## src/rtl/jesd204b_pkg.sv

```systemverilog
// Shared definitions for the JESD204B per-lane 8b/10b encoder.
//   - Control-character constants and the list of legal K codes.
//   - enc_rec_t: per-octet lookup record registered by encoder stage 1.
//   - Helpers: K legality test and reordering into line bit order.
package jesd204b_pkg;

   localparam logic [7:0] K28_0 = 8'h1C;
   localparam logic [7:0] K28_3 = 8'h7C;  // /A/
   localparam logic [7:0] K28_4 = 8'h9C;  // /Q/
   localparam logic [7:0] K28_5 = 8'hBC;  // /K/
   localparam logic [7:0] K28_7 = 8'hFC;  // /F/

   localparam int unsigned NUM_LEGAL_K = 12;
   // K28.0..K28.7, K23.7, K27.7, K29.7, K30.7 (entry 0 is K28.0)
   localparam logic [NUM_LEGAL_K-1:0][7:0] LEGAL_K = {
      8'hFE, 8'hFD, 8'hFB, 8'hF7, 8'hFC, 8'hDC,
      8'hBC, 8'h9C, 8'h7C, 8'h5C, 8'h3C, 8'h1C
   };

   // Codes are held in transmission notation: abcdei / fghj with a (or f) as MSB.
   // *_n is the alternative used when the running disparity entering it is RD-.
   typedef struct packed {
      logic [5:0] code6_n;
      logic [5:0] code6_p;
      logic [3:0] code4_n;  // D.x.7 holds P7 here; A7 is substituted in stage 2
      logic [3:0] code4_p;
      logic       unbal6;   // 6b subblock is +-2, so it flips RD
      logic       unbal4;   // 4b subblock is +-2, so it flips RD
      logic       a7_n;     // data x.7 that must use A7 when entering the 4b at RD-
      logic       a7_p;     // data x.7 that must use A7 when entering the 4b at RD+
      logic       is_k;
      logic       k_legal;
   } enc_rec_t;

   function automatic logic is_legal_k(input logic [7:0] oct);
      logic hit;
      hit = 1'b0;
      for (int i = 0; i < NUM_LEGAL_K; i++) begin
         if (oct == LEGAL_K[i]) hit = 1'b1;
      end
      return hit;
   endfunction

   // {abcdei,fghj} -> {j,h,g,f,i,e,d,c,b,a}: a full bit reversal puts a at the LSB.
   function automatic logic [9:0] to_line_order(input logic [5:0] c6, input logic [3:0] c4);
      logic [9:0] s;
      logic [9:0] r;
      s = {c6, c4};
      for (int i = 0; i < 10; i++) r[i] = s[9-i];
      return r;
   endfunction

endpackage

```

## src/rtl/jesd204b_enc8b10b_if.sv

```systemverilog
// Lane bus between the data link TX / serializer and the 8b/10b encoder.
//   in/ctrl_in/in_valid : lane word, per-octet K flags and qualifier (octet 0 first)
//   out/out_valid       : 10-bit symbols, symbol k at out[10k+:10]
//   kerr                : per-octet illegal-K flag, aligned with out_valid
//   rd                  : running disparity after the last emitted word
// master drives the word side (link TX), slave is the encoder.
interface jesd204b_enc8b10b_if #(
   parameter int LANE_DATA_WIDTH = 32,
   parameter int OCTET_PER_SENT  = 4
);
   logic [LANE_DATA_WIDTH-1:0]   in;
   logic [OCTET_PER_SENT-1:0]    ctrl_in;
   logic                         in_valid;
   logic [10*OCTET_PER_SENT-1:0] out;
   logic                         out_valid;
   logic [OCTET_PER_SENT-1:0]    kerr;
   logic                         rd;

   modport master (
      output in, ctrl_in, in_valid,
      input  out, out_valid, kerr, rd
   );

   modport slave (
      input  in, ctrl_in, in_valid,
      output out, out_valid, kerr, rd
   );
endinterface

```

## src/rtl/jesd204b_enc8b10b_octet.sv

```systemverilog
// Combinational per-octet 8b/10b lookup, independent of running disparity.
//   octet : input byte (HGF EDCBA)
//   is_k  : octet is flagged as a control character
//   rec   : both-polarity 6b/4b codes, disparity classes, A7 and K-legal flags
// An illegal K is looked up as K28.5 so the stream stays decodable.
module jesd204b_enc8b10b_octet
   import jesd204b_pkg::*;
(
   input  logic [7:0] octet,
   input  logic       is_k,
   output enc_rec_t   rec
);

   logic       legal;
   logic [7:0] oct;
   logic [4:0] x;
   logic [2:0] y;
   logic       k28;
   logic [5:0] c6;
   logic [3:0] c4;

   always_comb begin
      legal = is_legal_k(octet);
      oct   = (is_k && !legal) ? K28_5 : octet;
      x     = oct[4:0];
      y     = oct[7:5];
      k28   = is_k && (x == 5'd28);

      // 5b/6b, RD- alternative
      unique case (x)
         5'd0:  c6 = 6'b100111;  5'd1:  c6 = 6'b011101;  5'd2:  c6 = 6'b101101;
         5'd3:  c6 = 6'b110001;  5'd4:  c6 = 6'b110101;  5'd5:  c6 = 6'b101001;
         5'd6:  c6 = 6'b011001;  5'd7:  c6 = 6'b111000;  5'd8:  c6 = 6'b111001;
         5'd9:  c6 = 6'b100101;  5'd10: c6 = 6'b010101;  5'd11: c6 = 6'b110100;
         5'd12: c6 = 6'b001101;  5'd13: c6 = 6'b101100;  5'd14: c6 = 6'b011100;
         5'd15: c6 = 6'b010111;  5'd16: c6 = 6'b011011;  5'd17: c6 = 6'b100011;
         5'd18: c6 = 6'b010011;  5'd19: c6 = 6'b110010;  5'd20: c6 = 6'b001011;
         5'd21: c6 = 6'b101010;  5'd22: c6 = 6'b011010;  5'd23: c6 = 6'b111010;
         5'd24: c6 = 6'b110011;  5'd25: c6 = 6'b100110;  5'd26: c6 = 6'b010110;
         5'd27: c6 = 6'b110110;  5'd28: c6 = k28 ? 6'b001111 : 6'b001110;
         5'd29: c6 = 6'b101110;  5'd30: c6 = 6'b011110;
         default: c6 = 6'b101011;
      endcase

      // 3b/4b, RD- alternative (data column holds P7 for y=7)
      if (is_k) begin
         unique case (y)
            3'd0: c4 = 4'b1011;  3'd1: c4 = 4'b0110;  3'd2: c4 = 4'b1010;
            3'd3: c4 = 4'b1100;  3'd4: c4 = 4'b1101;  3'd5: c4 = 4'b0101;
            3'd6: c4 = 4'b1001;
            default: c4 = 4'b0111;
         endcase
      end else begin
         unique case (y)
            3'd0: c4 = 4'b1011;  3'd1: c4 = 4'b1001;  3'd2: c4 = 4'b0101;
            3'd3: c4 = 4'b1100;  3'd4: c4 = 4'b1101;  3'd5: c4 = 4'b1010;
            3'd6: c4 = 4'b0110;
            default: c4 = 4'b1110;
         endcase
      end

      rec.code6_n = c6;
      rec.unbal6  = ($countones(c6) != 3);
      // D.7 is neutral yet still alternates with RD
      rec.code6_p = (rec.unbal6 || (x == 5'd7)) ? ~c6 : c6;
      rec.code4_n = c4;
      rec.unbal4  = ($countones(c4) != 2);
      // Every K 4b code alternates; data only when unbalanced or x.3
      rec.code4_p = (is_k || rec.unbal4 || (y == 3'd3)) ? ~c4 : c4;
      rec.a7_n    = !is_k && (y == 3'd7) && (x inside {5'd17, 5'd18, 5'd20});
      rec.a7_p    = !is_k && (y == 3'd7) && (x inside {5'd11, 5'd13, 5'd14});
      rec.is_k    = is_k;
      rec.k_legal = legal;
   end

endmodule

```

## src/rtl/jesd204b_enc8b10b.sv

```systemverilog
// JESD204B per-lane 8b/10b encoder, two-stage pipeline.
//   clk, reset : clock and synchronous active-high reset
//   bus        : lane interface (slave side); see jesd204b_enc8b10b_if
// Stage 1 registers the RD-independent per-octet lookups; stage 2 walks the
// running disparity through octets 0..N-1, picks each symbol and updates rd.
module jesd204b_enc8b10b
   import jesd204b_pkg::*;
#(
   parameter int LANE_DATA_WIDTH = 32,
   parameter int OCTET_PER_SENT  = 4
) (
   input logic                  clk,
   input logic                  reset,
   jesd204b_enc8b10b_if.slave   bus
);

   logic [LANE_DATA_WIDTH-1:0]                 in_word;
   enc_rec_t [OCTET_PER_SENT-1:0]              rec_d, rec_q;
   logic                                       s1_valid_q;

   logic [10*OCTET_PER_SENT-1:0]               out_d, out_q;
   logic [OCTET_PER_SENT-1:0]                  kerr_d, kerr_q;
   logic                                       rd_d, rd_q;
   logic                                       out_valid_q;

   logic [10*OCTET_PER_SENT-1:0]               sym_word;
   logic [OCTET_PER_SENT-1:0]                  kerr_word;
   logic                                       rd_run, rd_mid;
   logic [5:0]                                 c6;
   logic [3:0]                                 c4;

   assign in_word = bus.in;

   for (genvar k = 0; k < OCTET_PER_SENT; k++) begin : g_octet
      jesd204b_enc8b10b_octet u_octet (
         .octet (in_word[8*k +: 8]),
         .is_k  (bus.ctrl_in[k]),
         .rec   (rec_d[k])
      );
   end

   always_comb begin
      out_d     = out_q;
      kerr_d    = '0;
      rd_d      = rd_q;
      sym_word  = '0;
      kerr_word = '0;
      rd_run    = rd_q;
      rd_mid    = rd_q;
      c6        = '0;
      c4        = '0;
      for (int k = 0; k < OCTET_PER_SENT; k++) begin
         c6     = rd_run ? rec_q[k].code6_p : rec_q[k].code6_n;
         // 4b polarity follows the RD left by the 6b subblock
         rd_mid = rd_run ^ rec_q[k].unbal6;
         if (rd_mid) c4 = rec_q[k].a7_p ? 4'b1000 : rec_q[k].code4_p;
         else        c4 = rec_q[k].a7_n ? 4'b0111 : rec_q[k].code4_n;
         rd_run = rd_mid ^ rec_q[k].unbal4;
         sym_word[10*k +: 10] = to_line_order(c6, c4);
         kerr_word[k]         = rec_q[k].is_k && !rec_q[k].k_legal;
      end
      if (s1_valid_q) begin
         out_d  = sym_word;
         kerr_d = kerr_word;
         rd_d   = rd_run;
      end
   end

   always_ff @(posedge clk) begin
      if (reset) begin
         rec_q       <= '0;
         s1_valid_q  <= 1'b0;
         out_q       <= '0;
         kerr_q      <= '0;
         rd_q        <= 1'b0;
         out_valid_q <= 1'b0;
      end else begin
         rec_q       <= rec_d;
         s1_valid_q  <= bus.in_valid;
         out_q       <= out_d;
         kerr_q      <= kerr_d;
         rd_q        <= rd_d;
         out_valid_q <= s1_valid_q;
      end
   end

   assign bus.out       = out_q;
   assign bus.out_valid = out_valid_q;
   assign bus.kerr      = kerr_q;
   assign bus.rd        = rd_q;

endmodule

```

## src/flat_wrapper.sv

```systemverilog
// flat-port wrapper written by rule: the top's interface ports become plain ports
module jesd204b_enc8b10b_flat import jesd204b_pkg::*;
#(
   parameter int LANE_DATA_WIDTH = 32,
   parameter int OCTET_PER_SENT  = 4
)
  (clk, reset, bus_in, bus_ctrl_in, bus_in_valid, bus_out, bus_out_valid, bus_kerr, bus_rd);
  jesd204b_enc8b10b_if #(.LANE_DATA_WIDTH(LANE_DATA_WIDTH), .OCTET_PER_SENT(OCTET_PER_SENT)) bus_i ();
  input logic clk;
  input logic reset;
  input wire logic [$bits(bus_i.in)-1:0] bus_in;
  input wire logic [$bits(bus_i.ctrl_in)-1:0] bus_ctrl_in;
  input wire logic [$bits(bus_i.in_valid)-1:0] bus_in_valid;
  output wire logic [$bits(bus_i.out)-1:0] bus_out;
  output wire logic [$bits(bus_i.out_valid)-1:0] bus_out_valid;
  output wire logic [$bits(bus_i.kerr)-1:0] bus_kerr;
  output wire logic [$bits(bus_i.rd)-1:0] bus_rd;
  assign bus_i.in = bus_in;
  assign bus_i.ctrl_in = bus_ctrl_in;
  assign bus_i.in_valid = bus_in_valid;
  assign bus_out = bus_i.out;
  assign bus_out_valid = bus_i.out_valid;
  assign bus_kerr = bus_i.kerr;
  assign bus_rd = bus_i.rd;
  jesd204b_enc8b10b #(.LANE_DATA_WIDTH(LANE_DATA_WIDTH), .OCTET_PER_SENT(OCTET_PER_SENT)) u_core (.clk(clk), .reset(reset), .bus(bus_i));
endmodule
```

## config.mk

```make
export PLATFORM = sky130hd
export DESIGN_NAME = jesd204b_enc8b10b_flat
export DESIGN_NICKNAME = d
export VERILOG_FILES = /design/src/rtl/jesd204b_pkg.sv /design/src/rtl/jesd204b_enc8b10b_if.sv /design/src/rtl/jesd204b_enc8b10b_octet.sv /design/src/rtl/jesd204b_enc8b10b.sv /design/src/flat_wrapper.sv
export SDC_FILE = /design/constraint.sdc
export NUM_CORES = 1
export LEC_CHECK = 0
export CAP_MARGIN = 20
export CORE_MARGIN = 3
export CORE_UTILIZATION = 28
export DETAILED_ROUTE_END_ITERATION = 12
export GPL_TIMING_DRIVEN = 0
export PLACE_DENSITY = 0.54
export SLEW_MARGIN = 20
export SYNTH_ARGS = -nofsm -noshare
export SYNTH_HDL_FRONTEND = slang
export SYNTH_SLANG_ARGS = --single-unit
export TNS_END_PERCENT = 5
```

## constraint.sdc

```tcl
create_clock -name clk -period 8.2 [get_ports clk]
set_input_delay 1.23 -clock clk [delete_from_list [all_inputs] [get_ports clk]]
set_output_delay 1.23 -clock clk [all_outputs]
set_load 0.01 [all_outputs]
```

# Word-level counts from Yosys, hierarchy flattened
# Index checks and enable logic that the tools add are counted.
dict set report word_totals {
  register_bits 151
  in_bits 39
  output_inout_bits 46
  wordCells 459
}
dict set report classes {
  add_sub_neg 32
  eq_ne 204
  n_mux 96
  bitwise_logic 17
  n_reduce_logical 65
}
# operator count
set op_table {}
lappend op_table {{$pmux W6 S31} 4}
lappend op_table {{$eq A5 B5 Y1 const B} 60}
lappend op_table {{$eq A8 B8 Y1 const B} 32}
lappend op_table {{$pmux W4 S7} 8}
lappend op_table {{$eq A5 B4 Y1 const B} 32}
lappend op_table {{$eq A5 B3 Y1 const B} 16}
lappend op_table {{$mux W4} 20}
lappend op_table {{$eq A8 B7 Y1 const B} 8}
lappend op_table {{$mux W1} 52}
lappend op_table {{$eq A3 B3 Y1 const B} 16}
lappend op_table {{$mux W6} 8}
lappend op_table {{$add A1 B1 Y2} 20}
lappend op_table {{$eq A5 B2 Y1 const B} 8}
lappend op_table {{$eq A8 B5 Y1 const B} 4}
lappend op_table {{$eq A8 B6 Y1 const B} 4}
lappend op_table {{$mux W8} 4}
lappend op_table {{$add A2 B2 Y3} 8}
lappend op_table {{$eq A3 B2 Y1 const B} 8}
lappend op_table {{$logic_and A1 B1 Y1} 24}
lappend op_table {{$not A6 Y6} 4}
lappend op_table {{$reduce_bool A3 Y1} 8}
lappend op_table {{$eq A5 B1 Y1 const B} 4}
lappend op_table {{$logic_not A5 Y1} 4}
lappend op_table {{$add A3 B2 Y4} 4}
lappend op_table {{10 further kinds} 54}

# Depth between registers and ports, before layout
# Gate-level depths: netlist of the first run.
dict set report depth {
  depth_word 26
  depth_mapped 19
  mapped_depth_nobuf 17
}

# Modules after synthesis
# From an unflattened synthesis of the first run, not the netlist that was laid out.
dict set report hier_totals {
  cells_unflattened 1202
  area_unflattened_um2 9771.9
}
# mod instances cells_each area_per_inst_um2 seq_area_each_um2
set modules_own_cells {}
lappend modules_own_cells {jesd204b_enc8b10b 1 453 5007.3 3022.9}
lappend modules_own_cells {{jesd204b_enc8b10b_octet at u_core.g_octet[2].u_octet} 1 200 1290.0 0.0}
lappend modules_own_cells {{jesd204b_enc8b10b_octet at u_core.g_octet[0].u_octet} 1 210 1263.7 0.0}
lappend modules_own_cells {{jesd204b_enc8b10b_octet at u_core.g_octet[1].u_octet} 1 173 1119.8 0.0}
lappend modules_own_cells {{jesd204b_enc8b10b_octet at u_core.g_octet[3].u_octet} 1 166 1091.0 0.0}

# Worst setup path before layout of the first run
# No wires, ideal clock.
dict set report synth_path {
  path_type {in2reg}
  from {input bus_in[3]}
  to {register u_core.rec_q[18] (netlist bit)}
  setup_time_ns 0.131
  arrival_time_ns 5.174
  required_time_ns 8.069
  path_slack_ns 2.895
  cell_stages 17
  path_buffers 2
  cell_sequence {clkbuf_1 nand2_1 nor3_1 a21o_1 a21boi_0 clkbuf_1 or3_1 fa_1 inv_1 fa_1 inv_1 ha_1 inv_1 fa_1 nor3_1 or2_2 mux2i_1}
}
dict set report synth_between {
  word_cells_on_any_way 70
  cone_classes {add/sub: 5; eq/ne: 43; mux: 16; bitwise: 1; reduce/logical: 5}
}
# item line_no
set synth_rtl {}
lappend synth_rtl {{start, declared} flat_wrapper.sv:11} ;# input wire logic [$bits(bus_i.in)-1:0] bus_in;
lappend synth_rtl {{$eq A8 B5 Y1} jesd204b_pkg.sv:39} ;# if (oct == LEGAL_K[i]) hit = 1'b1;
lappend synth_rtl {{$mux W1 (12 in series)} jesd204b_pkg.sv:39}
lappend synth_rtl {{$logic_not A1 Y1} jesd204b_enc8b10b_octet.sv:24} ;# oct = (is_k && !legal) ? K28_5 : octet;
lappend synth_rtl {{$logic_and A1 B1 Y1} jesd204b_enc8b10b_octet.sv:24}
lappend synth_rtl {{$mux W8 *} jesd204b_enc8b10b_octet.sv:24}
lappend synth_rtl {{$eq A5 B5 Y1 (tied with other cells)} jesd204b_enc8b10b_octet.sv:30} ;# unique case (x)
lappend synth_rtl {{$pmux W6 S31 *} jesd204b_enc8b10b_octet.sv:30}
lappend synth_rtl {{net u_core.g_octet[0].u_octet.c6[3]} jesd204b_enc8b10b_octet.sv:19} ;# logic [5:0] c6;
lappend synth_rtl {{$add A1 B1 Y2 (implied by the code) *} jesd204b_enc8b10b_octet.sv:63} ;# rec.unbal6 = ($countones(c6) != 3);
lappend synth_rtl {{$add A2 B2 Y3 (implied by the code) *} jesd204b_enc8b10b_octet.sv:63}
lappend synth_rtl {{$add A3 B2 Y4 (implied by the code) *} jesd204b_enc8b10b_octet.sv:63}
lappend synth_rtl {{$ne A4 B2 Y1 *} jesd204b_enc8b10b_octet.sv:63}
lappend synth_rtl {{$logic_or A1 B1 Y1 *} jesd204b_enc8b10b_octet.sv:65} ;# rec.code6_p = (rec.unbal6 || (x == 5'd7)) ? ~c6 : c6;
lappend synth_rtl {{$mux W6 *} jesd204b_enc8b10b_octet.sv:65}
lappend synth_rtl {{end signal, assigned} jesd204b_enc8b10b.sv:78} ;# rec_q <= rec_d;
lappend synth_rtl {{end, declared} jesd204b_enc8b10b.sv:18} ;# enc_rec_t [OCTET_PER_SENT-1:0] rec_d, rec_q;
# The timed path passes the listed nets; every way through them passes the cells marked *.
# A chain may end at the register's enable or synchronous reset.

# Worst setup path after layout of the first run
dict set report layout_path {
  from {input bus_in[11]}
  to {register u_core.rec_q[45] (netlist bit)}
}
dict set report layout_between {
  elab_chain_cells 26
  word_cells_on_any_way 70
  cone_classes {add/sub: 5; eq/ne: 43; mux: 16; bitwise: 1; reduce/logical: 5}
}
# item line_no
set layout_rtl {}
lappend layout_rtl {{$eq A8 B5 Y1} jesd204b_pkg.sv:39}
lappend layout_rtl {{$mux W1 (12 in series)} jesd204b_pkg.sv:39}
lappend layout_rtl {{$logic_not A1 Y1} jesd204b_enc8b10b_octet.sv:24}
lappend layout_rtl {{$logic_and A1 B1 Y1} jesd204b_enc8b10b_octet.sv:24}
lappend layout_rtl {{$mux W8 *} jesd204b_enc8b10b_octet.sv:24}
lappend layout_rtl {{$eq A5 B5 Y1} {jesd204b_enc8b10b_octet.sv:27, jesd204b_enc8b10b_octet.sv:30}}
lappend layout_rtl {{$logic_and A1 B1 Y1} jesd204b_enc8b10b_octet.sv:27} ;# k28 = is_k && (x == 5'd28);
lappend layout_rtl {{$mux W1} jesd204b_enc8b10b_octet.sv:40} ;# 5'd27: c6 = 6'b110110; 5'd28: c6 = k28 ? 6'b001111 : 6'b001110;
lappend layout_rtl {{$pmux W6 S31 *} jesd204b_enc8b10b_octet.sv:30}
lappend layout_rtl {{net u_core.g_octet[1].u_octet.c6[0]} jesd204b_enc8b10b_octet.sv:19}
lappend layout_rtl {{$add A1 B1 Y2 (implied by the code) *} jesd204b_enc8b10b_octet.sv:63}
lappend layout_rtl {{$add A2 B2 Y3 (implied by the code) *} jesd204b_enc8b10b_octet.sv:63}
lappend layout_rtl {{$add A3 B2 Y4 (implied by the code) *} jesd204b_enc8b10b_octet.sv:63}
lappend layout_rtl {{$ne A4 B2 Y1 *} jesd204b_enc8b10b_octet.sv:63}
lappend layout_rtl {{$logic_or A1 B1 Y1 *} jesd204b_enc8b10b_octet.sv:65}
lappend layout_rtl {{$mux W6 *} jesd204b_enc8b10b_octet.sv:65}
# Marks and branches as above.

==> results of run 1 <==
-- path summary, 6_finish.rpt --
check,from,end,slack [ps],cells after the start
worst max-delay path,bus_in[11],u_core.rec_q[45]$_SDFF_PP0_,2150,19
worst min-delay path,u_core.rec_q[52]$_SDFF_PP0_,u_core.bus.kerr[2]$_SDFF_PP0_,390,1
worst min register to register,u_core.rec_q[52]$_SDFF_PP0_,u_core.bus.kerr[2]$_SDFF_PP0_,390,1
worst max register to register,u_core.bus.rd$_SDFFE_PP0P_,u_core.bus.out[39]$_SDFFE_PP0P_,5310,7
-- flip-flops by register name (all words and copies together), names as in the netlist --
signal                cells
u_core.s1_valid_q         1
u_core.rec_q            104
u_core.bus.kerr           4
u_core.bus.out           40
u_core.bus.rd             1
u_core.bus.out_valid      1
-- synth_stat cells, types with 4 or more instances --
library cell and number:
or2_2 12, ha_1 12, inv_1 52, xor2_1 15, mux2i_1 32, a22oi_1 4
nand3_1 19, nand2_1 82, o211ai_1 6, nor3b_1 12, a21oi_1 58, nand4_1 7
o311ai_0 12, dfxtp_1 151, nand2b_1 26, and3_1 5, fa_1 16, or4_1 5
nor2b_1 27, a2111oi_0 6, nor4_1 6, a211o_1 4, o2111ai_1 5, o21a_1 4
a21o_1 4, o22ai_1 16, a311oi_1 11, o21ai_0 63, clkbuf_1 84, nand3b_1 5
a211oi_1 26, xnor2_1 20, nor2_1 147, a221oi_1 7, a31oi_1 12, and2_1 5
nor3_1 25, o31ai_1 7, or3_1 7, buf_1 10, or3b_2 6, a2bb2oi_1 6
-- area by class of cell --
cell class              count  share of cell area [%]
well taps                 396                   4.699
repair buffers             70                   6.645
clock inverters            15                   1.519
clock buffers              17                   4.034
inverters                  54                   1.922
flip-flops and latches    151                   28.67
plain buffers              96                   3.500
multi-input cells         797                   49.02
-- layer usage --
| metal | up-vias | share of wire, % |
|---|---|---|
| li1 | 4041 | - |
| met1 | 3762 | 49 |
| met2 | 192 | 45 |
| met3 | 21 | 4.3 |
| met4 | 0 | 1.3 |
| met5 | - | 0 |
-- power groups by stage --
stage               Combinational (mW)  Sequential [mW]  Clock (mW)
CTS                              0.892            0.873       0.778
floorplan                        0.616            0.888           0
detailed placement               0.886            0.889           0
finish                           0.883            0.872       0.759
global route                     0.986            0.881       0.809
global placement                 0.878            0.888           0
-- stage by stage --
stage	cells	instance area (µm²)	power, mW	hold WS (ps)
floorplan	1098	8763	1.503	372.9
global placement	1564	9960	1.767	381.4
detailed placement	1564	9960	1.775	380.7
CTS	1596	10550	2.543	390.8
global route	1596	10550	2.676	418.8
finish	1596	10550	2.514	388.5
-- worst reg2reg max path: stages (launching register included) --
cell and delay (ps):
dfxtp_1 430, buf_6 200, xor3_4 630, xnor3_2 570
xor2_2 240, or3b_1 460, o22ai_1 140, nor3_1 60
-- cells by family after synthesis --
group,count (synthesis),share of synthesized area (%)
multiplexers,35,4.041
flip-flops,151,34.49
AND/OR/NAND/NOR,406,22.62
buffers and inverters,150,6.525
adder cells (fa/ha/maj),30,5.597
AO/OA/AOI/OAI,285,21.83
XOR/XNOR,41,4.897
==> impl_results.md, run 1 <==
- Outcome: completed
- Row count: 64
- Fmax: ~0.17 GHz
- Share of cells above drive strength 1: 5.583%
- Post-route worst setup slack: 2148 ps
- I/O Buffers: 70
- GRT Max-Usage Layer: met2
- Worst path slowest cell: a211oi_1
- WP data required: ~8500 ps
- Critical Setup Path Class: input pin to register
- Fin nets: roughly 1300
- Die width: around 180 µm
- TritonCTS buffer count: 17
- Yosys top cell by area: dfxtp_1
- GR Util met3: roughly 2.6%
- Die Height: roughly 180 µm
- TNS Setup: 0 ps
- Total die area: around 33000 µm²
- # diodes: 0
- Worst vdd ir: approximately 0.15 mV
- Final Cycle Share: around 74%
- Pre-CTS setup slack: 1796 ps
- Net Count, Synth: ~1200
- Routed WL per cell: between 15 and 20 µm
- Top-area cell type share of the netlist area: about 34%
- Top post-synthesis cells by area: dfxtp_1 (34%), nor2_1 (6.3%), fa_1 (3.7%)
- Hold Vio Cnt, Final: 0
- Crit path largest cell delay: 590 ps
- Worst path most repeated cell: inv_1
- LEAKAGE: roughly 3.9 nW
- Asr flop ratio synth: 0%
- Setup Buffers After CTS: 0
- DRC: 0
- Number of synthesized flops with an enable pin: 0
- Routed vias/inst: about 5
- Filler cells: 3264
- 1st-pass router iterations: 5
- Via total after detailed routing: roughly 8000
- Register area: slightly above 3000 µm²
- Switching Power: roughly 0.91 mW
- First-pass GRT wire length: approximately 42000 µm
- Internal power: approximately 1.6 mW
- Dominant synthesized flop cell: dfxtp_1
- Core area: around 31000 µm²
- PD cells: 238.4 nW/µm²
- P&R area growth vs syn: 20.33%
- Most frequent cells in the layout: dfxtp_1 (151), nor2_1 (147), clkbuf_1 (84)
- Latest clock arrival within the worst-skew pair: between 400 and 500 ps
- CP Capture Type: register
- CTS Root Buffer Type: clkbuf_16
- Synth warn: 0
- Post-synthesis sequential area ratio: around a third
- RSZ-0062 raised after global routing: false
- WP buf/inv: 7
- Final Max Slew Viols: 0
- Shortest period the worst path allows: just over 6000 ps
- Net Sw Frac: a little over a third
- Met1 Usage GRT: around 22%
- Hold_buf cts: 0
- Initial Utilization: roughly 28%
- Area of the multi-input gates: 5169 µm²
- Initial DRC count: around 550
- Slew margin rel.: about 28%
- MaxCap Viol Count: 0
- Initial antenna violation count: 0
- CTS max path bufs: 2
- DRT Wirelength: between 20000 and 30000 µm
- Clock slew at reported path FFs: around 70 ps
- Number of synthesized register bits: between 150 and 200
- Syn avg cell area: about 8.0 µm²
- Yosys cell types: 78
- CTS tree: built
- Largest net degree at the start of global routing: 18
- Clock share of power: between 30% and 40%
- Grt total ovfl: 0
- Total Routing Usage GR: around 16%
- Post-Synthesis Cells: about 1100
- Placer's final routability congestion estimate: slightly below 0.9
- HPWL Detailed: just under 20000 µm
- Crit start category: input pin
- CP Cell Sequence: clkdlybuf4s50_1 -> buf_1 -> clkbuf_1 -> nor3_1 -> nand2_1 -> o2111ai_1 -> a211oi_1 -> inv_1 -> fa_1 -> inv_1 -> fa_1 -> inv_1 -> ha_1 -> inv_1 -> fa_1 -> nor2_1 -> o41ai_2 -> or3b_2 -> a21oi_1
- M2 GR Usage: about a quarter
- Seq pwr share: between 30% and 40%
- CP arrival: 6320 ps
- Vias in the first global route: approximately 7600
- I/O pin cnt: between 80 and 90
- Clk sinks: 151
- Final setup violation count: 0
- Combinational Power Share: 35.1%
- Commonest non-fill, non-tap cell in the layout: dfxtp_1
- Worst Skew: roughly 9.3 ps
- Hold crit path type: register to register
- Syn Std Cell Area: roughly 9000 µm²
- H-tree level count: 4
- Antenna-violating nets left: 0
- Critical Path Fanout Max: 10
- Post_cts resized: 0
- Worst-Margin Slew: about 1100 ps
- Final core utilization: approximately a third
- Top Family by Delay on Critical Path: buffers and inverters
Power figures use the tool's default switching activity.
==> run 2: changes to the inputs <==
==> constraint.sdc (replaced) <==
create_clock -name clk -period 5.8 [get_ports clk]
set_input_delay 0.87 -clock clk [delete_from_list [all_inputs] [get_ports clk]]
set_output_delay 0.87 -clock clk [all_outputs]
set_load 0.01 [all_outputs]
==> run 2 against run 1 <==
Against the previous run: sequential share of layout area barely moved; flip-flop and latch count unchanged; core utilization hardly changed; final cell count is the same; largest cell class unchanged; setup slack worse by 1800 ps; clock power is 41% higher; clock-buffer cell count did not move; die area is the same; clock skew hardly changed; power rose by 42%; wire length decreased by 0.20%.
==> impl_results.md, run 2 (synthesized netlist as in run 1, its figures left out) <==
- CTS Root Buffer Type: clkbuf_16 (unchanged)
- Final Cycle Share: 94.56%
- CP Capture Type: register (unchanged)
- Latest clock arrival within the worst-skew pair: 420 ps (about the same)
- Clk sinks: 151 (unchanged)
- Most frequent cells in the layout: dfxtp_1 (151), nor2_1 (147), clkbuf_1 (83) (was dfxtp_1 (151), nor2_1 (147), clkbuf_1 (84))
- I/O pin cnt: 85 (unchanged)
- 1st-pass router iterations: 5 (unchanged)
- Shortest period the worst path allows: approximately 5500 ps
- Fin nets: 1254 (unchanged)
- Placed cell area: 9960 µm² (unchanged)
- Filler cells: 3262 (was 3264)
- Die width: 182.9 µm (unchanged)
- Hold path cells: 1 (unchanged)
- GRT Max-Usage Layer: met2 (unchanged)
- Min-delay src: u_core.rec_q[52]$_SDFF_PP0_ (unchanged)
- Commonest non-fill, non-tap cell in the layout: dfxtp_1 (unchanged)
- Initial antenna violation count: 0 (unchanged)
- Worst path slowest cell: fa_1 (was a211oi_1)
- CTS tree: built (unchanged)
- Placer's final routability congestion estimate: 0.8932 (unchanged)
- Largest net degree at the start of global routing: 18 (unchanged)
- P&R area growth vs syn: 20.46% (was 20.33%)
- Reg2Reg Setup Slack: 2910 ps (was 5310 ps)
- Most flop-heavy register: u_core.rec_q (unchanged)
- Core area: 30750 µm² (unchanged)
- Capture point of the worst reg-to-reg path: u_core.bus.out[39]$_SDFFE_PP0P_ (unchanged)
- Fin area: 10560 µm² (was 10550 µm²)
- Die Height: 182.9 µm (unchanged)
- Hold Vio Cnt, Final: 0 (unchanged)
- Slew margin rel.: 28.26% (was 28.01%)
- Worst Skew: 9.252 ps (was 9.339 ps)
- Total Routing Usage GR: 15.55% (unchanged)
- Routed vias/inst: 5.048 (was 5.023)
- Hold worst-path end: u_core.bus.kerr[2]$_SDFF_PP0_ (unchanged)
- Max reg flops: 104 (unchanged)
- Critical Setup Path Class: input pin to register (unchanged)
- Final core utilization: 34.33% (was 34.29%)
- PD cells: 337.0 nW/µm² (was 238.4 nW/µm²)
- Crit path largest cell delay: 600 ps (was 590 ps)
- Final setup violation count: 0 (unchanged)
- Clock slew at reported path FFs: 70 ps (about the same)
- Vias in the first global route: 7583 (unchanged)
- Worst hold slack: 388.5 ps (about the same)
- Hold crit path type: register to register (unchanged)
- Top Family by Delay on Critical Path: adder cells (was buffers and inverters)
- I/O Buffers: 70 (unchanged)
- Final Max Slew Viols: 0 (unchanged)
- H-tree level count: 4 (unchanged)
- Initial Utilization: 28.50% (unchanged)
- WP data required: 6080 ps (was 8470 ps)
- R2R depth: 7 (unchanged)
- Routed WL per cell: 16.32 µm (was 16.35 µm)
- Grt total ovfl: 0 (unchanged)
- Antenna-violating nets left: 0 (unchanged)
- Hold_buf cts: 0 (unchanged)
- CP arrival: 5760 ps (was 6320 ps)
- MaxCap Viol Count: 0 (unchanged)
- Initial DRC count: 586 (was 548)
- TritonCTS buffer count: 17 (unchanged)
- LEAKAGE: 3.915 nW (was 3.910 nW)
- Crit start category: input pin (unchanged)
- Worst vdd ir: 0.2082 mV (was 0.1474 mV)
- First-pass GRT wire length: 42230 µm (unchanged)
- Via total after detailed routing: 8057 (was 8016)
- Worst-Margin Slew: 1049 ps (was 1053 ps)
- Worst R2R Start: u_core.bus.rd$_SDFFE_PP0P_ (unchanged)
- Outcome: completed (unchanged)
- Total die area: 33460 µm² (unchanged)
- Fmax: between 0.15 and 0.2 GHz
- M2 GR Usage: 24.68% (unchanged)
- # diodes: 0 (unchanged)
- CP Cell Sequence: clkdlybuf4s50_1 -> clkbuf_1 -> buf_1 -> nor2_1 -> o21ai_0 -> o311ai_0 -> nand4_1 -> nand4_1 -> fa_1 -> inv_1 -> fa_1 -> inv_1 -> ha_1 -> inv_1 -> fa_1 -> nor2_1 -> o31a_1 -> or2_2 -> mux2i_1 (was clkdlybuf4s50_1 -> buf_1 -> clkbuf_1 -> nor3_1 -> nand2_1 -> o2111ai_1 -> a211oi_1 -> inv_1 -> fa_1 -> inv_1 -> fa_1 -> inv_1 -> ha_1 -> inv_1 -> fa_1 -> nor2_1 -> o41ai_2 -> or3b_2 -> a21oi_1)
- WP buf/inv: 6 (was 7)
- Row count: 64 (unchanged)
- DRC: 0 (unchanged)
- HPWL Detailed: 19460 µm (unchanged)
- Share of cells above drive strength 1: 5.833% (was 5.583%)
- DRT Wirelength: 26050 µm (was 26100 µm)
- Non-Filler Instances: 1596 (unchanged)
- RSZ-0062 raised after global routing: false (unchanged)
- GR Util met3: 2.638% (unchanged)
- CTS max path bufs: 2 (unchanged)
- Met1 Usage GRT: 22.22% (unchanged)
- Critical Path Fanout Max: 10 (unchanged)
- DP Cell Count: 1564 (unchanged)
-- run 2: changes by cell type in the layout (fill, tap and decap cells not counted) --
cell      delta
a211oi_1     -1
clkbuf_2     +1
a211oi_2     +1
nor3_1       -1
nor3_2       +1
clkbuf_1     -1
-- run 2: worst max-delay path by stage --
stage,startpoint,to,slack [ps],depth (start not counted)
2_1_floorplan,bus_in[3],u_core.rec_q[18]$_SDFF_PP0_,850,17
3_3_place_gp,bus_in[11],u_core.rec_q[45]$_SDFF_PP0_,-270,19
3_5_place_dp,bus_in[11],u_core.rec_q[45]$_SDFF_PP0_,-240,19
4_1_cts,bus_in[11],u_core.rec_q[45]$_SDFF_PP0_,140,19
5_1_grt,bus_in[18],u_core.rec_q[71]$_SDFF_PP0_,8,19
6_report,bus_in[18],u_core.rec_q[71]$_SDFF_PP0_,320,19
-- run 2: repair_timing --
| action | in CTS | in global routing |
|---|---|---|
| setup endpoints to repair | 0 | 10 |
| buffers inserted | 0 | 0 |
| gates resized for setup | 0 | 4 |
-- run 2: per-stage QoR --
| stage | setup slack [ps] | power, mW | TNS, ps |
|---|---|---|---|
| final | 315.5 | 3.558 | 0 |
| after global routing | 8.169 | 3.786 | 0 |
| after CTS | 137.1 | 3.595 | 0 |
| after detailed placement | -243.7 | 2.509 | -2313 |
| after global placement | -266.7 | 2.498 | -2069 |
| after floorplan | 854.7 | 2.125 | 0 |
-- run 2: area by class of cell --
cell class / count / area (µm²) / area share [%]
Clock buffer: 17 / 425.4 / 4.030
Sequential cell: 151 / 3023 / 28.64
Multi-Input combinational cell: 797 / 5179 / 49.06
Timing Repair Buffer: 70 / 700.7 / 6.637
Inverter: 54 / 202.7 / 1.920
Tap cell: 396 / 495.5 / 4.694
Buffer: 96 / 370.4 / 3.508
Clock inverter: 15 / 160.2 / 1.517
-- run 2: per-layer routing --
layer	wire length (µm)	vias to the layer above	share of wire [%]
li1	-	4042	-
met1	12660	3792	49
met2	11820	202	45
met3	1240	21	4.8
met4	332	0	1.3
met5	0	-	0
-- run 2: report_power, final --
group | internal, mW | switching, mW
logic | 0.528 | 0.724
registers | 1.17 | 0.0619
clock network | 0.576 | 0.496
total | 2.28 | 1.28
